[config.mk]
export PLATFORM = sky130hd
export DESIGN_NAME = dconv_line_buffer_flat
export DESIGN_NICKNAME = d
export VERILOG_FILES = /design/src/rtl/dconv_pkg.sv /design/src/rtl/dconv_line_buffer_if.sv /design/src/rtl/dconv_row_fifo.sv /design/src/rtl/dconv_line_buffer.sv /design/src/flat_wrapper.sv
export SDC_FILE = /design/constraint.sdc
export NUM_CORES = 1
export LEC_CHECK = 0
export ABC_AREA = 1
export CORE_ASPECT_RATIO = 1.75
export CORE_MARGIN = 3
export CORE_UTILIZATION = 30
export DETAILED_ROUTE_END_ITERATION = 10
export GPL_ROUTABILITY_DRIVEN = 0
export PLACE_DENSITY_LB_ADDON = 0.12
export RECOVER_POWER = 50
export SLEW_MARGIN = 20
export SYNTH_ARGS = -nofsm -noshare
export SYNTH_HDL_FRONTEND = slang
export SYNTH_SLANG_ARGS = --single-unit
[constraint.sdc]
create_clock -name clk -period 2.34 [get_ports clk]
set_input_delay 0.585 -clock clk [delete_from_list [all_inputs] [get_ports clk]]
set_output_delay 0.585 -clock clk [all_outputs]
set_load 0.005 [all_outputs]
[src/rtl/dconv_pkg.sv]
// Shared constants for the depthwise-conv line buffer and its PE neighbour.
package dconv_pkg;

  // Default geometry and pixel width.
  localparam int unsigned INPUT_WIDTH = 8;
  localparam int unsigned IMG_WIDTH   = 32;
  localparam int unsigned IMG_HEIGHT  = 32;

  // Lane positions inside the packed 3-pixel column; the PE unpacks with the same indices.
  localparam int unsigned LANE_NEW  = 0;
  localparam int unsigned LANE_MID  = 1;
  localparam int unsigned LANE_OLD  = 2;
  localparam int unsigned NUM_LANES = 3;

endpackage

[src/rtl/dconv_line_buffer_if.sv]
// Pixel-in / column-out stream bundle for the line buffer.
// master drives pixels and consumes columns; slave is the line buffer.
interface dconv_line_buffer_if
  import dconv_pkg::*;
#(
  parameter int unsigned input_width = INPUT_WIDTH
);

  logic [input_width-1:0]           pix_in;
  logic                             pix_valid;
  logic                             pix_ready;
  logic [NUM_LANES*input_width-1:0] image;
  logic                             image_valid;
  logic                             image_ready;
  logic                             input_last;
  logic                             frame_last;

  modport master (
    output pix_in, pix_valid, image_ready,
    input  pix_ready, image, image_valid, input_last, frame_last
  );

  modport slave (
    input  pix_in, pix_valid, image_ready,
    output pix_ready, image, image_valid, input_last, frame_last
  );

endinterface

[src/rtl/dconv_row_fifo.sv]
// One image row of pixel storage: combinational read at i_col, write at the same column.
// A same-cycle write does not affect the read, so the caller sees the old row value.
module dconv_row_fifo
  import dconv_pkg::*;
#(
  parameter int unsigned input_width = INPUT_WIDTH,
  parameter int unsigned img_width   = IMG_WIDTH,
  parameter int unsigned col_bits    = $clog2(img_width)
) (
  input  logic                   clk,
  input  logic [col_bits-1:0]    i_col,
  input  logic                   i_wr_en,
  input  logic [input_width-1:0] i_wr_data,
  output logic [input_width-1:0] o_rd_data
);

  // Contents are not reset: the first two rows of every frame refill them before use.
  logic [input_width-1:0] r_mem [img_width];

  assign o_rd_data = r_mem[i_col];

  // Store the incoming pixel for this column.
  always_ff @(posedge clk) begin
    if (i_wr_en) begin
      r_mem[i_col] <= i_wr_data;
    end
  end

endmodule

[src/rtl/dconv_line_buffer.sv]
// Raster pixel stream to 3-row vertical columns for the 3x3 depthwise-conv PE.
module dconv_line_buffer
  import dconv_pkg::*;
#(
  parameter int unsigned input_width = INPUT_WIDTH,
  parameter int unsigned img_width   = IMG_WIDTH,
  parameter int unsigned img_height  = IMG_HEIGHT,
  parameter int unsigned col_bits    = $clog2(img_width),
  parameter int unsigned row_bits    = $clog2(img_height)
) (
  input logic                clk,
  input logic                rst,
  dconv_line_buffer_if.slave bus
);

  localparam logic [col_bits-1:0] ColLast  = col_bits'(img_width - 1);
  localparam logic [row_bits-1:0] RowLast  = row_bits'(img_height - 1);
  localparam logic [row_bits-1:0] RowFirst = row_bits'(2);

  logic [col_bits-1:0]              r_col;
  logic [row_bits-1:0]              r_row;
  logic [NUM_LANES*input_width-1:0] r_image;
  logic                             r_valid;
  logic                             r_input_last;
  logic                             r_frame_last;

  logic                   w_accept;
  logic                   w_xfer;
  logic                   w_emit;
  logic                   w_col_last;
  logic                   w_row_last;
  logic [input_width-1:0] w_row_mid;
  logic [input_width-1:0] w_row_old;

  // Single output register: a new pixel is taken only if the held column leaves this cycle.
  assign bus.pix_ready   = !r_valid || bus.image_ready;
  assign bus.image       = r_image;
  assign bus.image_valid = r_valid;
  assign bus.input_last  = r_input_last;
  assign bus.frame_last  = r_frame_last;

  assign w_accept   = bus.pix_valid && bus.pix_ready;
  assign w_xfer     = r_valid && bus.image_ready;
  assign w_emit     = r_row >= RowFirst;
  assign w_col_last = r_col == ColLast;
  assign w_row_last = r_row == RowLast;

  // lb0 holds row r-1; its old value shifts into lb1, which holds row r-2.
  dconv_row_fifo #(
    .input_width (input_width),
    .img_width   (img_width),
    .col_bits    (col_bits)
  ) u_lb0 (
    .clk       (clk),
    .i_col     (r_col),
    .i_wr_en   (w_accept),
    .i_wr_data (bus.pix_in),
    .o_rd_data (w_row_mid)
  );

  dconv_row_fifo #(
    .input_width (input_width),
    .img_width   (img_width),
    .col_bits    (col_bits)
  ) u_lb1 (
    .clk       (clk),
    .i_col     (r_col),
    .i_wr_en   (w_accept),
    .i_wr_data (w_row_mid),
    .o_rd_data (w_row_old)
  );

  // Raster position of the next pixel to be accepted.
  always_ff @(posedge clk) begin
    if (rst) begin
      r_col <= '0;
      r_row <= '0;
    end else if (w_accept) begin
      if (w_col_last) begin
        r_col <= '0;
        r_row <= w_row_last ? '0 : r_row + row_bits'(1);
      end else begin
        r_col <= r_col + col_bits'(1);
      end
    end
  end

  // Output column register: load on an emitting accept, otherwise drain on transfer.
  always_ff @(posedge clk) begin
    if (rst) begin
      r_image      <= '0;
      r_valid      <= 1'b0;
      r_input_last <= 1'b0;
      r_frame_last <= 1'b0;
    end else if (w_accept && w_emit) begin
      r_image[LANE_NEW*input_width +: input_width] <= bus.pix_in;
      r_image[LANE_MID*input_width +: input_width] <= w_row_mid;
      r_image[LANE_OLD*input_width +: input_width] <= w_row_old;
      r_valid      <= 1'b1;
      r_input_last <= w_col_last;
      r_frame_last <= w_col_last && w_row_last;
    end else if (w_xfer) begin
      // A non-emitting accept implies any pending column transferred, so this covers it too.
      r_valid      <= 1'b0;
      r_input_last <= 1'b0;
      r_frame_last <= 1'b0;
    end
  end

endmodule

[src/flat_wrapper.sv]
// flat-port wrapper written by rule: the top's interface ports become plain ports
module dconv_line_buffer_flat import dconv_pkg::*;
#(
  parameter int unsigned input_width = INPUT_WIDTH,
  parameter int unsigned img_width   = IMG_WIDTH,
  parameter int unsigned img_height  = IMG_HEIGHT,
  parameter int unsigned col_bits    = $clog2(img_width),
  parameter int unsigned row_bits    = $clog2(img_height)
)
  (clk, rst, bus_pix_in, bus_pix_valid, bus_image_ready, bus_pix_ready, bus_image, bus_image_valid, bus_input_last, bus_frame_last);
  dconv_line_buffer_if #(.input_width(input_width)) bus_i ();
  input logic clk;
  input logic rst;
  input wire logic [$bits(bus_i.pix_in)-1:0] bus_pix_in;
  input wire logic [$bits(bus_i.pix_valid)-1:0] bus_pix_valid;
  input wire logic [$bits(bus_i.image_ready)-1:0] bus_image_ready;
  output wire logic [$bits(bus_i.pix_ready)-1:0] bus_pix_ready;
  output wire logic [$bits(bus_i.image)-1:0] bus_image;
  output wire logic [$bits(bus_i.image_valid)-1:0] bus_image_valid;
  output wire logic [$bits(bus_i.input_last)-1:0] bus_input_last;
  output wire logic [$bits(bus_i.frame_last)-1:0] bus_frame_last;
  assign bus_i.pix_in = bus_pix_in;
  assign bus_i.pix_valid = bus_pix_valid;
  assign bus_i.image_ready = bus_image_ready;
  assign bus_pix_ready = bus_i.pix_ready;
  assign bus_image = bus_i.image;
  assign bus_image_valid = bus_i.image_valid;
  assign bus_input_last = bus_i.input_last;
  assign bus_frame_last = bus_i.frame_last;
  dconv_line_buffer #(.input_width(input_width), .img_width(img_width), .img_height(img_height), .col_bits(col_bits), .row_bits(row_bits)) u_core (.clk(clk), .rst(rst), .bus(bus_i));
endmodule
# == Word-level counts from Yosys, hierarchy flattened ==
# Memories as Yosys holds them, arrays and structs flattened. A register that Yosys moved wholly into a read port is not among the register bits.
# Cells that the tools add are included.
# totals
memories,2
ff_bits,37
word_cells,31
inputBits,12
mem_bits_rw,512
output_inout_bits,28
# classes
n_lt_le_gt_ge,1
n_reduce_logical,8
n_addsub,2
n_mux,10
n_eq_ne,2
# memory_table
memory,words,word_bits,rd,rd_ports_with_merged_regs,wr,line,text
u_core.u_lb0.r_mem,32,8,1,1,1,dconv_row_fifo.sv:18,logic [input_width-1:0] r_mem [img_width];
u_core.u_lb1.r_mem,32,8,1,1,1,dconv_row_fifo.sv:18,
# ops
op,count
$mux 5,4
$add 5x1->5 const B,2
$eq 5x5->1 const B,2
$mux 1,6
$ge 5x2->1 const B,1
$logic_and 1x1->1,4
$reduce_and 2->1,1
$reduce_bool 2->1,1
$logic_not 1->1,1
$logic_or 1x1->1,1

# == Longest topological paths before layout ==
# depth
ltp_word,5
mapped_depth,12
ltp_nobuf,10

# == Modules after synthesis ==
# From an unflattened synthesis, not the netlist that was laid out.
# unflattened
hier_cells,2300
hier_area_um2,23156.0
# by_module_without_submodules
mod,area_each_um2,n_inst,cells_each,seq_area_each_um2
dconv_row_fifo,10827.9,2,1055,7687.4
dconv_line_buffer,1500.2,1,190,740.7

# == Worst setup path after synthesis ==
# Ideal clock, no wire load.
# synth_timing
kind,input -> register
from,input port bus_image_ready
to,"memory u_core.u_lb0.r_mem[11][0] (netlist bit), enable pin"
required_time_ns,1.952
cell_stages,6
arrival_ns,1.826
setup_ns,0.388
n_path_buf,0
slack_ns,0.126
cell_sequence,inv_1 > nand2_2 > nand2_2 > inv_2 > nand2_1 > nor2_1
# synth_via
elab_chain_len,4
# synth_rtl
element,line,text
from (decl),flat_wrapper.sv:16,input wire logic [$bits(bus_i.image_ready)-1:0] bus_image_ready;
$logic_or 1x1->1,dconv_line_buffer.sv:36,assign bus.pix_ready = !r_valid || bus.image_ready;
named net bus_pix_ready,flat_wrapper.sv:17,output wire logic [$bits(bus_i.pix_ready)-1:0] bus_pix_ready;
$logic_and 1x1->1,dconv_line_buffer.sv:42,assign w_accept = bus.pix_valid && bus.pix_ready;
$mux 1,dconv_row_fifo.sv:24,if (i_wr_en) begin
$mux 1 (implied by the code),dconv_row_fifo.sv:25,r_mem[i_col] <= i_wr_data;
to (decl),dconv_row_fifo.sv:18,
# The timed path passes the listed nets, and every way through them passes these cells.

==> results.json <==
{
  "drv_slew": 0,
  "dp_hpwl_um": 46700,
  "power.leakage_nw": 9.42,
  "nets": 2091,
  "syn-num-nets": 1948,
  "drtIter0Drc": 1120,
  "place_ws_ns": -0.0410,
  "fmax_ghz": 0.434,
  "viasPerCell": 4.82,
  "grt.overflow.total": 0,
  "synth.most_common_cell": "edfxtp_1",
  "finalHoldViolations": 0,
  "cts_inserted_buffers": 52,
  "period_share_pct": 98.4,
  "postRouteAntennaNets": 0,
  "clkSinkCount": 554,
  "ioPinCount": 40,
  "p_per_area_nw_per_um2": 829,
  "status": "complete, no violations",
  "hp-class": "reg -> reg",
  "synth_top_area_cell": "edfxtp_1",
  "fin_worst_skew_ns": 0.0367,
  "die_height_um": 366,
  "ys_seq_elements": 554,
  "portBuffers": 39,
  "finish.utilization_pct": 36.0,
  "arrival_ns": 2.61,
  "wl_per_cell_um": 22.9,
  "yosysWarnings": 0,
  "setup_viol_count_final": 0,
  "worstMarginPinSlew_ns": 1.12,
  "wl_um": 69700,
  "synth_area_per_cell_um2": 11.5,
  "worst_path_max_delay_cell": "dfxtp_4",
  "synth_common_cells": "edfxtp_1 (512), nand2_1 (477), nor2_1 (288), nand3_1 (225), o21ai_1 (88)",
  "rows": 131,
  "cp-end-kind": "register",
  "die_area_um2": 77600,
  "r2r_cells": 12,
  "first_pass_iters": 5,
  "syn_inst": 1927,
  "coreArea_um2": 73100,
  "grt_pass1_vias": 15164,
  "critPathKind": "reg -> reg",
  "slew_headroom_pct": 25.1,
  "die_x_um": 212,
  "cts_tree": "yes",
  "ys_types": 25,
  "synth_edf_count": 512,
  "gr-usage-all-layers_pct": 17.9,
  "ys.flop_type": "edfxtp_1",
  "min_period_ns": 2.30,
  "fillCellCount": 7269,
  "ys_async_sr_fraction_pct": 0,
  "slowest_delay_ns": 0.35,
  "syn-cell-area_um2": 22200,
  "crit_path_frequent_cell": "nand2_1",
  "antenna_found_initial": 0,
  "crit_chain": "clkinv_2, buf_12, buf_4, nand2_1, nand3_1, nand3_1, nand2_1, nand2_1, nand3_1, nand2_1, inv_1, buf_12",
  "setup_ws_ns": 0.0369,
  "drcViolationCount": 0,
  "grt_max_degree": 56,
  "cts_max_level": 2,
  "yosysTopAreaCellShare_pct": 69.1,
  "cp.depth": 12,
  "placed_area_um2": 24900,
  "synth_area_leaders": "edfxtp_1 (69%), nand2_1 (8.1%), nand3_1 (5.1%)",
  "fin_area_um2": 26300,
  "drive_above_1_share_pct": 11.1,
  "vias": 14661,
  "clock_latency_ns": 0.62,
  "grt_first_pass_wirelength_um": 102000,
  "clkTransAtPathRegs_ns": 0.06,
  "rsz0062_at_grt": "false",
  "worstPathRequired_ns": 2.65,
  "cp_top_family": "buffers and inverters",
  "start_kind": "register",
  "cts_buffer_depth": 3,
  "area_delta_synth_final_pct": 18.3,
  "start_util_pct": 30.4,
  "seq_area_frac_synth_pct": 72.9,
  "critPathMaxFanout": 38,
  "hold_depth": 2,
  "cts-root-buf": "clkbuf_16",
  "worst-path-buf-inv": 5,
  "maxCapViolations": 0,
  "peakVddDrop_uv": 501,
  "antenna_cells": 0
}
==> cell type report <==
cell class              instances  area [um^2]  area share (%)
clock buffers                  60         1330            5.06
clock inverters                37          352            1.34
inverters                      55          210           0.799
multi-input cells            1216         5250            20.0
flip-flops and latches        554        16200            61.7
well taps                     931         1160            4.43
repair buffers                191         1780            6.75
==> per-stage QoR <==
stage	cells	power (mW)	TNS [ns]	hold WS [ns]
floorplan	1927	12.3	0	0.455
global placement	2947	13.5	-3.28	0.459
detailed placement	2947	13.5	-0.163	0.471
CTS	3044	22.1	0	0.478
global route	3044	22.6	0	0.501
finish	3044	21.8	0	0.473
==> cell usage in the layout (no fill, tap or decap), types with 2 or more instances in the layout <==
cell	count
buf_2	2
buf_4	80
dfxtp_1	38
nor3_1	5
dfxtp_2	2
o22ai_1	16
nand3_1	224
inv_1	50
a21oi_1	16
o21ai_1	88
clkdlybuf4s50_1	30
inv_2	3
dlygate4sd3_1	8
nor2_1	288
clkinv_1	16
edfxtp_1	512
bufinv_16	6
clkbuf_1	16
nand2_2	5
nor3_2	2
nand2_1	475
ha_1	9
clkbuf_16	52
clkinv_2	11
dfxtp_4	2
buf_12	29
a211oi_1	3
clkbuf_2	33
o21ai_0	82
==> worst min-delay path, stage by stage, from the launching register on <==
cell and delay (ns):
dfxtp_1 0.31, nand2_1 0.06, a21oi_1 0.05
==> state kept, by name, indices dropped and copies added, names as in the netlist, named ones only <==
name / cells
u_core.r_col: 5
u_core.u_lb0.r_mem: 256
u_core.u_lb1.r_mem: 256
u_core.bus.image: 24
u_core.bus.input_last: 1
u_core.bus.frame_last: 1
u_core.r_row: 5
u_core.bus.image_valid: 1
==> routing by layer <==
metal,share of wire (%),routed length (um),vias up,track usage [%]
met5,0,0,-,0
met4,4.0,2770,0,7.09
met3,2.8,1920,126,1.68
met2,55,38600,297,34.3
met1,38,26500,7285,20.1
li1,-,-,6953,-
==> where the power goes <==
part	internal (mW)	leakage [nW]	total (mW)	switching, mW
Sequential	11.1	4.95	11.1	0.0409
Combinational	0.608	3.65	2.12	1.51
Clock	4.76	0.825	8.56	3.80
==> timing repair <==
| action | CTS | global route |
|---|---|---|
| hold buffers | 0 | 0 |
| setup endpoints to repair | 5 | 14 |
| gates resized for setup | 2 | 3 |
| hold endpoints to repair | 0 | 0 |
| buffers inserted | 0 | 0 |
==> final timing paths <==
path / from / endpoint / slack, ns
worst max-delay path: register / u_core.u_lb1.r_mem[8][3] / 0.04
worst min-delay path: u_core.bus.frame_last / u_core.bus.frame_last / 0.47
worst max register to register: register / u_core.u_lb1.r_mem[8][3] / 0.04
worst min register to register: u_core.bus.frame_last / u_core.bus.frame_last / 0.47
==> kinds of logic (layout without fill, tap and decap cells) <==
logic type      Yosys count  after routing  share of synthesized area, %
compound gates          206            206                          4.78
fa+ha+maj                 9              9                         0.506
buf+inv                 157            343                          3.48
flops                   554            554                          72.9
simple gates           1001           1001                          18.3
(Power assumes the default switching activity.)
